`src/rtl/esn_pkg.sv`:
```
// Shared constants and FSM state codes for the ESN linear readout.
package esn_pkg;

    localparam int unsigned WORD_W  = 16;
    localparam int unsigned N_WORDS = 8;
    localparam int unsigned ADDR_W  = 6;
    localparam int unsigned ACC_W   = 35;
    localparam int unsigned PROD_W  = 2 * WORD_W;
    localparam int unsigned BUS_W   = WORD_W * N_WORDS;

    typedef logic [1:0] state_t;

    localparam state_t IDLE = 2'd0;
    localparam state_t MAC  = 2'd1;
    localparam state_t OUT  = 2'd2;

endpackage

```
`src/rtl/esn_round_sat.sv`:
```
// Round-half-up of the Q-format accumulator followed by saturation to a signed 16-bit word.
module esn_round_sat
    import esn_pkg::*;
#(
    parameter int unsigned FRAC_BITS = 12
) (
    input  logic signed [ACC_W-1:0]  acc_i,
    output logic signed [WORD_W-1:0] y_c
);

    localparam logic signed [ACC_W:0] HALF  = (ACC_W+1)'(1) << (FRAC_BITS - 1);
    localparam logic signed [ACC_W:0] Y_MAX = {{(ACC_W+1-WORD_W){1'b0}}, 1'b0, {(WORD_W-1){1'b1}}};
    localparam logic signed [ACC_W:0] Y_MIN = {{(ACC_W+1-WORD_W){1'b1}}, 1'b1, {(WORD_W-1){1'b0}}};

    logic signed [ACC_W:0] sum_c;
    logic signed [ACC_W:0] shf_c;

    // One guard bit keeps the rounding add from wrapping at the accumulator extremes.
    always_comb begin
        sum_c = $signed({acc_i[ACC_W-1], acc_i}) + HALF;
        shf_c = sum_c >>> FRAC_BITS;
        if (shf_c > Y_MAX) begin
            y_c = Y_MAX[WORD_W-1:0];
        end else if (shf_c < Y_MIN) begin
            y_c = Y_MIN[WORD_W-1:0];
        end else begin
            y_c = shf_c[WORD_W-1:0];
        end
    end

endmodule

```
`src/rtl/esn_readout.sv`:
```
// Linear readout y = sum WOUT[k]*X[k] over the reservoir state bus, LANES products per MAC cycle.
module esn_readout
    import esn_pkg::*;
#(
    parameter int unsigned      FRAC_BITS = 12,
    parameter int unsigned      LANES     = 4,
    parameter logic [BUS_W-1:0] WOUT      = '0
) (
    input  logic              clk,
    input  logic              rst_N,
    input  logic [BUS_W-1:0]  XSTATE,
    input  logic [ADDR_W-1:0] ADDR_IN,
    output logic [WORD_W-1:0] Y,
    output logic              Y_VALID,
    output logic [ADDR_W-1:0] Y_ADDR,
    output logic              OVERRUN
);

    localparam int unsigned N_STEPS = N_WORDS / LANES;
    localparam int unsigned IDX_W   = (N_STEPS > 1) ? $clog2(N_STEPS) : 1;
    localparam logic [IDX_W-1:0] IDX_LAST = IDX_W'(N_STEPS - 1);

    state_t                    state_q;
    logic [ADDR_W-1:0]         addr_prev_q;
    logic [BUS_W-1:0]          xs_q;
    logic [ADDR_W-1:0]         addr_q;
    logic signed [ACC_W-1:0]   acc_q;
    logic [IDX_W-1:0]          idx_q;
    logic [WORD_W-1:0]         y_q;
    logic                      y_valid_q;
    logic [ADDR_W-1:0]         y_addr_q;
    logic                      ovr_q;

    logic                      new_c;
    logic signed [PROD_W-1:0]  prod_c [LANES];
    logic signed [ACC_W-1:0]   lane_sum_c;
    logic signed [WORD_W-1:0]  y_rs_c;

    assign new_c = (ADDR_IN != addr_prev_q);

    // Multipliers for the words selected by the current MAC step.
    always_comb begin
        for (int l = 0; l < LANES; l++) begin
            prod_c[l] = PROD_W'($signed(xs_q[(32'(idx_q) * LANES + 32'(l)) * WORD_W +: WORD_W]))
                      * PROD_W'($signed(WOUT[(32'(idx_q) * LANES + 32'(l)) * WORD_W +: WORD_W]));
        end
    end

    always_comb begin
        lane_sum_c = '0;
        for (int l = 0; l < LANES; l++) begin
            lane_sum_c = lane_sum_c + ACC_W'(prod_c[l]);
        end
    end

    esn_round_sat #(
        .FRAC_BITS (FRAC_BITS)
    ) u_round_sat (
        .acc_i (acc_q),
        .y_c   (y_rs_c)
    );

    // Sequencer: capture a new sample, accumulate over N_STEPS cycles, then publish.
    always_ff @(posedge clk or negedge rst_N) begin
        if (!rst_N) begin
            state_q     <= IDLE;
            addr_prev_q <= '0;
            xs_q        <= '0;
            addr_q      <= '0;
            acc_q       <= '0;
            idx_q       <= '0;
            y_q         <= '0;
            y_valid_q   <= 1'b0;
            y_addr_q    <= '0;
            ovr_q       <= 1'b0;
        end else begin
            addr_prev_q <= ADDR_IN;
            y_valid_q   <= 1'b0;
            case (state_q)
                IDLE: begin
                    if (new_c) begin
                        xs_q    <= XSTATE;
                        addr_q  <= ADDR_IN;
                        acc_q   <= '0;
                        idx_q   <= '0;
                        state_q <= MAC;
                    end
                end
                MAC: begin
                    acc_q <= acc_q + lane_sum_c;
                    idx_q <= idx_q + 1'b1;
                    if (idx_q == IDX_LAST) begin
                        state_q <= OUT;
                    end
                    if (new_c) begin
                        ovr_q <= 1'b1;
                    end
                end
                OUT: begin
                    y_q       <= y_rs_c;
                    y_addr_q  <= addr_q;
                    y_valid_q <= 1'b1;
                    if (new_c) begin
                        xs_q    <= XSTATE;
                        addr_q  <= ADDR_IN;
                        acc_q   <= '0;
                        idx_q   <= '0;
                        state_q <= MAC;
                    end else begin
                        state_q <= IDLE;
                    end
                end
                default: state_q <= IDLE;
            endcase
        end
    end

    assign Y       = y_q;
    assign Y_VALID = y_valid_q;
    assign Y_ADDR  = y_addr_q;
    assign OVERRUN = ovr_q;

endmodule

```
`config.mk`:
```
export PLATFORM = sky130hd
export DESIGN_NAME = esn_readout
export DESIGN_NICKNAME = d
export VERILOG_FILES = /design/src/rtl/esn_pkg.sv /design/src/rtl/esn_round_sat.sv /design/src/rtl/esn_readout.sv
export SDC_FILE = /design/constraint.sdc
export NUM_CORES = 1
export LEC_CHECK = 0
export CAP_MARGIN = 20
export CORE_MARGIN = 3
export CORE_UTILIZATION = 23
export DETAILED_ROUTE_END_ITERATION = 12
export PLACE_DENSITY_LB_ADDON = 0.08
export SLEW_MARGIN = 20
export SYNTH_ARGS = -nofsm -noshare
export SYNTH_HDL_FRONTEND = slang
export SYNTH_SLANG_ARGS = --single-unit
export TNS_END_PERCENT = 30
```
`constraint.sdc`:
```
create_clock -name clk -period 4.2 [get_ports clk]
set_input_delay 1.26 -clock clk [delete_from_list [all_inputs] [get_ports clk]]
set_output_delay 1.26 -clock clk [all_outputs]
set_load 0.01 [all_outputs]
```
# --- Word level (Yosys, flattened, before mapping) ---
# Index checks and enable logic that the tools add are counted.
totals:
  regBits: 202
  output_inout_bits: 24
classes:
  addsub: 9
  mul: 4
  magnitude_cmp: 2
  eq_ne: 6
  n_shift: 8
  mux: 11
  reduce_logical: 7
op_table:
  columns: ["operator", "n"]
  rows:
  - ["variable part select 128 x 9 -> 16 bit", 3]
  - ["variable part select 128 x 9 -> 16 bit (first input constant)", 3]
  - ["multiplier 16 x 16 -> 32 bit", 4]
  - ["variable part select 128 x 8 -> 16 bit", 1]
  - ["variable part select 128 x 8 -> 16 bit (first input constant)", 1]
  - ["case mux 35 bit (2 select lines)", 1]
  - ["adder 35 x 13 -> 36 bit (second input constant)", 1]
  - ["adder 34 x 32 -> 35 bit", 1]
  - ["adder 35 bit", 1]
  - ["two-way mux 35 bit", 1]
  - ["adder 33 x 32 -> 34 bit", 1]
  - ["adder 32 x 32 -> 33 bit", 1]
  - ["two-way mux 16 bit", 2]
  - ["> comparator 24 x 16 -> 1 bit (second input constant)", 1]
  - ["< comparator 24 x 16 -> 1 bit (second input constant)", 1]
  - ["adder 3 x 2 -> 4 bit (second input constant)", 2]
  - ["AND reduction 2 bit", 4]
  - ["!= test 6 bit", 1]
  - ["case mux 2 bit (3 select lines)", 1]
  - ["adder 3 x 1 -> 4 bit (second input constant)", 1]
  - ["two-way mux 2 bit", 2]
  - ["!= test 2 bit (second input constant)", 2]
  - ["two-way mux 1 bit", 3]
  - ["equality test 2 x 1 -> 1 bit (second input constant)", 1]
  - ["7 further kinds", 7]

# --- Depth between registers and ports, before layout ---
depth:
  word_depth: 8
  mapped_depth: 4

# --- By module ---
# From an unflattened synthesis, not the netlist that was laid out.
unflattened:
  cells_unflattened: 223
  area_unflattened_um2: 2288.4
modules_own_cells:
  columns: ["mod", "instances", "cells_per_inst", "area_per_inst_um2", "seq_area_each_um2"]
  rows:
  - ["esn_readout", 1, 89, 1441.4, 975.9]
  - ["esn_round_sat", 1, 134, 847.1, 0.0]

# --- Worst setup path after synthesis ---
# OpenSTA, ideal clock, no wires.
synth_path:
  kind: "input -> register"
  from: "input ADDR_IN[2]"
  to: "register addr_q[0]"
  setup_time_ns: 0.125
  arrival_time_ns: 2.159
  required_ns: 4.075
  path_slack_ns: 1.916
  stages: 4
  path_buffers: 0
  path_cell_list: "xor2_1 > nor4_2 > a21oi_2 > mux2_2"
synth_via:
  elab_chain_len: 2
synth_lines:
  columns: ["item", "line", "source"]
  rows:
  - ["start: declaration", "esn_readout.sv:12", "input logic [ADDR_W-1:0] ADDR_IN,"]
  - ["!= test 6 bit", "esn_readout.sv:39", "assign new_c = (ADDR_IN != addr_prev_q);"]
  - ["AND reduction 2 bit (no source line)", null, null]
  - ["end signal: assignment", "esn_readout.sv:69", "addr_q <= '0;"]
  - ["end signal: assignment", "esn_readout.sv:83", "addr_q <= ADDR_IN;"]
  - ["end signal: assignment", "esn_readout.sv:105", "addr_q <= ADDR_IN;"]
  - ["end: declaration", "esn_readout.sv:26", "logic [ADDR_W-1:0] addr_q;"]
# No other way between the ends.
# A chain may end at the register's enable or synchronous reset.

# --- Final worst setup path ---
layout_path:
  from: "input ADDR_IN[2]"
  to: "register addr_q[5]"
# The elaborated chain is that of the path after synthesis.

==> flow_summary.toml <==
[power]
combPwrFrac_pct = 33.5
peakVddDrop_v = 0.0003182
cellLeakagePower_nw = 0.5007
p_int_mw = 0.5171
pwr-share-clk_pct = 18.5
p_total_mw = 0.7287
p_sw_share_pct = 29.04
powerDensity_nw_per_um2 = 626.9
p_sw_mw = 0.2117
power_frac_seq_pct = 47.9

[worst_setup_path]
worst-path-max-fanout = 7
cp-startpoint = "ADDR_IN[2]"
critPathArrivalTime_ns = 2.84
critPathRequiredTime_ns = 4.35
path_cells = "clkdlybuf4s50_1, xor2_1, nor4_2, a21oi_2, mux2_2"
r2r_slack_ns = 2.66
r2r_cells = 4
critPathSlowestCell = "clkdlybuf4s50_1"
critPathCaptureType = "flip-flop"
worstSetupPathType = "input port to flip-flop"
slowest_delay_ns = 0.51
r2r_end = "addr_q[5]"
startpoint_type = "input port"
crit_end = "addr_q[5]"
timing.rr.start = "addr_prev_q[2]"

[route]
ant_nets = 0
drc = 0
drt_first_pass_iters = 2
drt_iter0_drc = 15
dr_total_vias = 503
post_drt_wl_per_cell_um = 11.40
vias_per_cell = 3.619
routed_wl_mm = 1.585

[synthesis]
synth_cell_types = 16
netlist_instances = 72
yosys-top-cells-area = "dfrtp_1 (59%), mux2_2 (14%), buf_4 (12%)"
ys_ff_latch = 23
syn_avg_cell_area_um2 = 13.57
ys_top_cells_by_count = "dfrtp_1 (23), buf_4 (16), mux2_2 (12)"
synth-main-ff-cell = "dfrtp_1"
async_flop_share_pct = 100.0
synth_top_cell_by_area = "dfrtp_1"
synth_warnings = 0
yosysTopAreaCellShare_pct = 58.90
yosysMostFrequentCell = "dfrtp_1"
netlist_area_um2 = 977.2
synth_edf_count = 0
yosysSeqAreaShare_pct = 58.90

[finish]
final_cell_area_um2 = 1162
num_antenna_cells = 0
syn_to_final_growth_pct = 18.95
utilization_pct = 28.65
final_nets = 226
drive_above_1_share_pct = 23.60
layout.cells.non_filler = 139

[sta]
hold_slack_ns = 0.4728
tns_ns = 0
slew_viol_final = 0
clock.fmax_mhz = 371.5
layout_setup_ws_ns = 1.509
tightest_slew_ns = 0.5298
rsz0062_at_grt = "no"
hold_viol = 0
maxSlewHeadroom_pct = 64.68
min_period_ns = 2.691
clock_skew_ns = 0.002618
finalSetupViolations = 0
min_period_over_period_pct = 64.08

[job]
maxCapViolCount = 0

[min_path]
whs_path_depth = 1
hold_path.class = "flip-flop to flip-flop"

[floorplan]
fp.dieW_um = 71.18
rows = 23
die_h_um = 71.18
pin_count = 160
die-area_um2 = 5067
start_util_pct = 24.08
core_um2 = 4058

[clocking]
cts_buffers = 3
clockBufferDepth = 2
post_cts_buffers = 0
clock_sinks = 23
cts_tree = "done"
worstSkewPairLatency_ns = 0.26
clkTransAtPathRegs_ns = 0.08
ctsResizeCount = 0
cts-root-buf = "clkbuf_8"
ctsHoldBuffers = 0
h-tree-depth = 1

[grt]
grt_max_degree = 24
grt.total_usage_pct = 6.706
antenna_found_initial = 0
grt_pass1_wl_mm = 2.553
grt_pass1_vias = 512
overflow = 0

[placed_design]
port_buffers = 15
placed_area_um2 = 1117
gp_congestion = 0.6413
dp.cells = 135
post-place-ws_ns = 1.168
hpwl_mm = 1.127

[status]
status = "complete, no violations"
cell usage in the layout, fill, tap and decap left out:
cell type,n
buf_2,1
dfrtp_1,23
o31ai_1,1
a31o_2,2
conb_1,16
xor2_1,6
inv_1,2
mux2_2,12
clkbuf_8,3
nor4_2,1
clkdlybuf4s50_1,14
clkbuf_1,1
xnor2_1,1
nand2_1,2
nor2_1,1
a21oi_2,1
nor2_2,1
and3_1,1
logic make-up (layout without fill, tap and decap cells):
kind of cell	after synthesis	after routing	share of synthesized area, %
xor gates and xnor gates	7	7	6.274
DFF	23	23	58.90
buffers and inverters	19	21	13.44
other	1	16	0.3838
AOI/OAI and AO/OA	4	4	3.458
and+or+nand+nor	6	6	3.714
muxes	12	12	13.83
metal layers:
layer	part of all wire (%)	GRT usage [%]
met5	0	0
met4	1.1	1.879
met3	4.9	3.551
met2	46	10.31
met1	48	8.192
worst min-delay path by stage:
stage | from | endpoint | slack (ns)
6_report | OVERRUN | OVERRUN | 0.47
3_3_place_gp | OVERRUN | OVERRUN | 0.46
3_5_place_dp | OVERRUN | OVERRUN | 0.46
4_1_cts | OVERRUN | OVERRUN | 0.48
2_1_floorplan | addr_q[0] | addr_q[0] | 0.47
5_1_grt | OVERRUN | OVERRUN | 0.51
sequential cells by signal, indices dropped and copies added (netlist names):
signal,count
OVERRUN,1
Y_ADDR,6
Y_VALID,1
addr_prev_q,6
addr_q,6
idx_q,1
state_q,2
critical path: cells and delay by family:
family | cells | cell delay (ns)
AO/OA/AOI/OAI | 1 | 0.39
multiplexers | 1 | 0.39
XOR/XNOR | 1 | 0.21
AND/OR/NAND/NOR | 1 | 0.09
buffers and inverters | 1 | 0.51
area by class of cell:
class / count / area [um^2]
Sequential cell: 23 / 575.6
Multi-Input combinational cell: 45 / 326.6
Timing Repair Buffer: 15 / 145.1
Fill cell: 429 / 2895
Clock buffer: 4 / 45.04
Inverter: 2 / 7.507
Tap cell: 50 / 62.56
power groups by stage:
stage | Sequential (mW) | Combinational [mW] | Clock [mW]
after floorplan | 0.353 | 0.155 | 0
after global placement | 0.352 | 0.252 | 0
after detailed placement | 0.353 | 0.250 | 0
after CTS | 0.350 | 0.250 | 0.144
after global routing | 0.361 | 0.269 | 0.153
final | 0.349 | 0.244 | 0.135
No activity file was read; power rests on OpenSTA's default activity.
==> variant, RTL diff (same flow settings) <==
The package constant `WORD_W` goes from 16 to 18.
--- a/src/rtl/esn_pkg.sv
+++ b/src/rtl/esn_pkg.sv
@@ -1,7 +1,7 @@
 // Shared constants and FSM state codes for the ESN linear readout.
 package esn_pkg;
 
-    localparam int unsigned WORD_W  = 16;
+    localparam int unsigned WORD_W  = 18;
     localparam int unsigned N_WORDS = 8;
     localparam int unsigned ADDR_W  = 6;
     localparam int unsigned ACC_W   = 35;
Interface: changed (resized XSTATE and Y); port bits go from 160 to 178. No check against the original RTL was run, so the function may have changed too.
==> variant against the original RTL <==
Design area is 0.43% higher; register-to-register slack hardly changed; synthesized area is 1.2% higher; power is 1.0% lower; die area is 1.1% higher; utilization is 0.079 points lower; routed wire length is 6.0% higher; worst setup slack worse by 0.0098 ns; largest cell class unchanged; largest power group unchanged; sequential cell count stayed put.
==> variant: results <==
[placement]
numPortBuffers = 15
routabilityCongestion = 0.637
hpwl_mm = 1.20
place_area_sq_um = 1130

[global_routing]
grtUsageTotal_pct = 6.61
grt_use_met1_pct = 8.12
use_met3_pct = 1.96
globalRouteMet2Util_pct = 10.3
grt_pass1_vias = 517
grt_pass1_wl_mm = 2.53

[detailed_routing]
drt_wl_total_mm = 1.68
drtPass1Iterations = 4
drt-initial-drc-count = 12
via_per_inst = 3.61

[worst_setup_path]
r2r-end = addr_q[0]
r2r_cells = 4
crit_fanout = 7
r2r_start = addr_prev_q[1]
r2r_slack_ns = 2.65
critical_path_arrival_ns = 2.85

[yosys]
synth_area_leaders = dfrtp_1 (58%), buf_4 (14%), mux2_2 (14%)
yosys-top-cells-count = dfrtp_1 (23), buf_4 (18), mux2_2 (12), xor2_1 (6)
ys_async_sr_fraction_pct = 100
synthDistinctLibCells = 17
ys_seq_area_share_pct = 58.2

[cts]
cts_buffers = 3
ctsResizeCount = 0
clock_path_buffers = 2
post_cts_buffers = 0
clk_latency_ns = 0.26

[sta]
worst_pin_slew_ns = 0.668
skew_ns = 0.00275

[hold_path]
min_path_cells = 1
hp-start = OVERRUN
hold_path.class = reg2reg

[power]
p_leak_nw = 0.507
max-vdd-ir-drop_uv = 195
power.switching_uw = 212

[run_status]
status = complete, no violations

[cells_and_area]
drive_gt1_share_pct = 20.9
fillerInstances = 431
final_common_cell = dfrtp_1
final_nets = 244
==> variant: power groups by stage <==
stage | logic [mW] | clock network [mW] | registers [mW]
3_5_place_dp | 0.248 | 0 | 0.346
5_1_grt | 0.262 | 0.154 | 0.353
4_1_cts | 0.249 | 0.146 | 0.342
2_1_floorplan | 0.140 | 0 | 0.356
3_3_place_gp | 0.245 | 0 | 0.347
6_report | 0.242 | 0.138 | 0.342
==> variant: cells by family (layout without fill, tap and decap cells) <==
group           count (synthesis)  in the layout  share of synthesized area, %
compound gates                  3              3                          2.53
xor+xnor                        6              6                          5.32
buf+inv                        20             20                          14.4
flops                          23             23                          58.2
mux                            12             12                          13.7
other cells                     1             18                         0.379
simple gates                    9              9                          5.44
==> variant: how the worst max path moves through the flow <==
stage | startpoint | endpoint | depth (start not counted)
detailed placement | ADDR_IN[2] | addr_q[3] | 5
floorplan | ADDR_IN[1] | addr_q[0] | 4
CTS | ADDR_IN[2] | addr_q[3] | 5
global route | ADDR_IN[2] | addr_q[2] | 5
global placement | ADDR_IN[2] | addr_q[2] | 5
finish | ADDR_IN[2] | addr_q[0] | 5
==> variant: cell type report <==
type	instances	area share [%]
Multi-Input combinational cell	48	28.6
Tap cell	50	5.36
Inverter	1	0.322
Clock inverter	1	0.429
Timing Repair Buffer	15	12.4
Sequential cell	23	49.3
Clock buffer	3	3.54
==> variant: metal layers <==
metal	share of wire (%)	up-vias
met5	0	-
met4	1.6	0
met3	4.9	4
met2	52	18
met1	41	248
li1	-	239
==> variant: per-stage QoR <==
stage               setup WS (ns)  utilization (%)  cells  hold slack [ns]
floorplan                    1.92                -     91            0.475
global placement             1.18             27.6    137            0.441
detailed placement           1.17             27.6    137            0.455
CTS                          1.46             28.7    141            0.475
global route                 1.42             28.6    141            0.491
finish                       1.50             28.6    141            0.467
==> variant: critical path, stage by stage <==
cell and delay (ns):
clkdlybuf4s50_1 0.54, xor2_1 0.20, nor4_2 0.07, a21oi_2 0.40, mux2_2 0.39
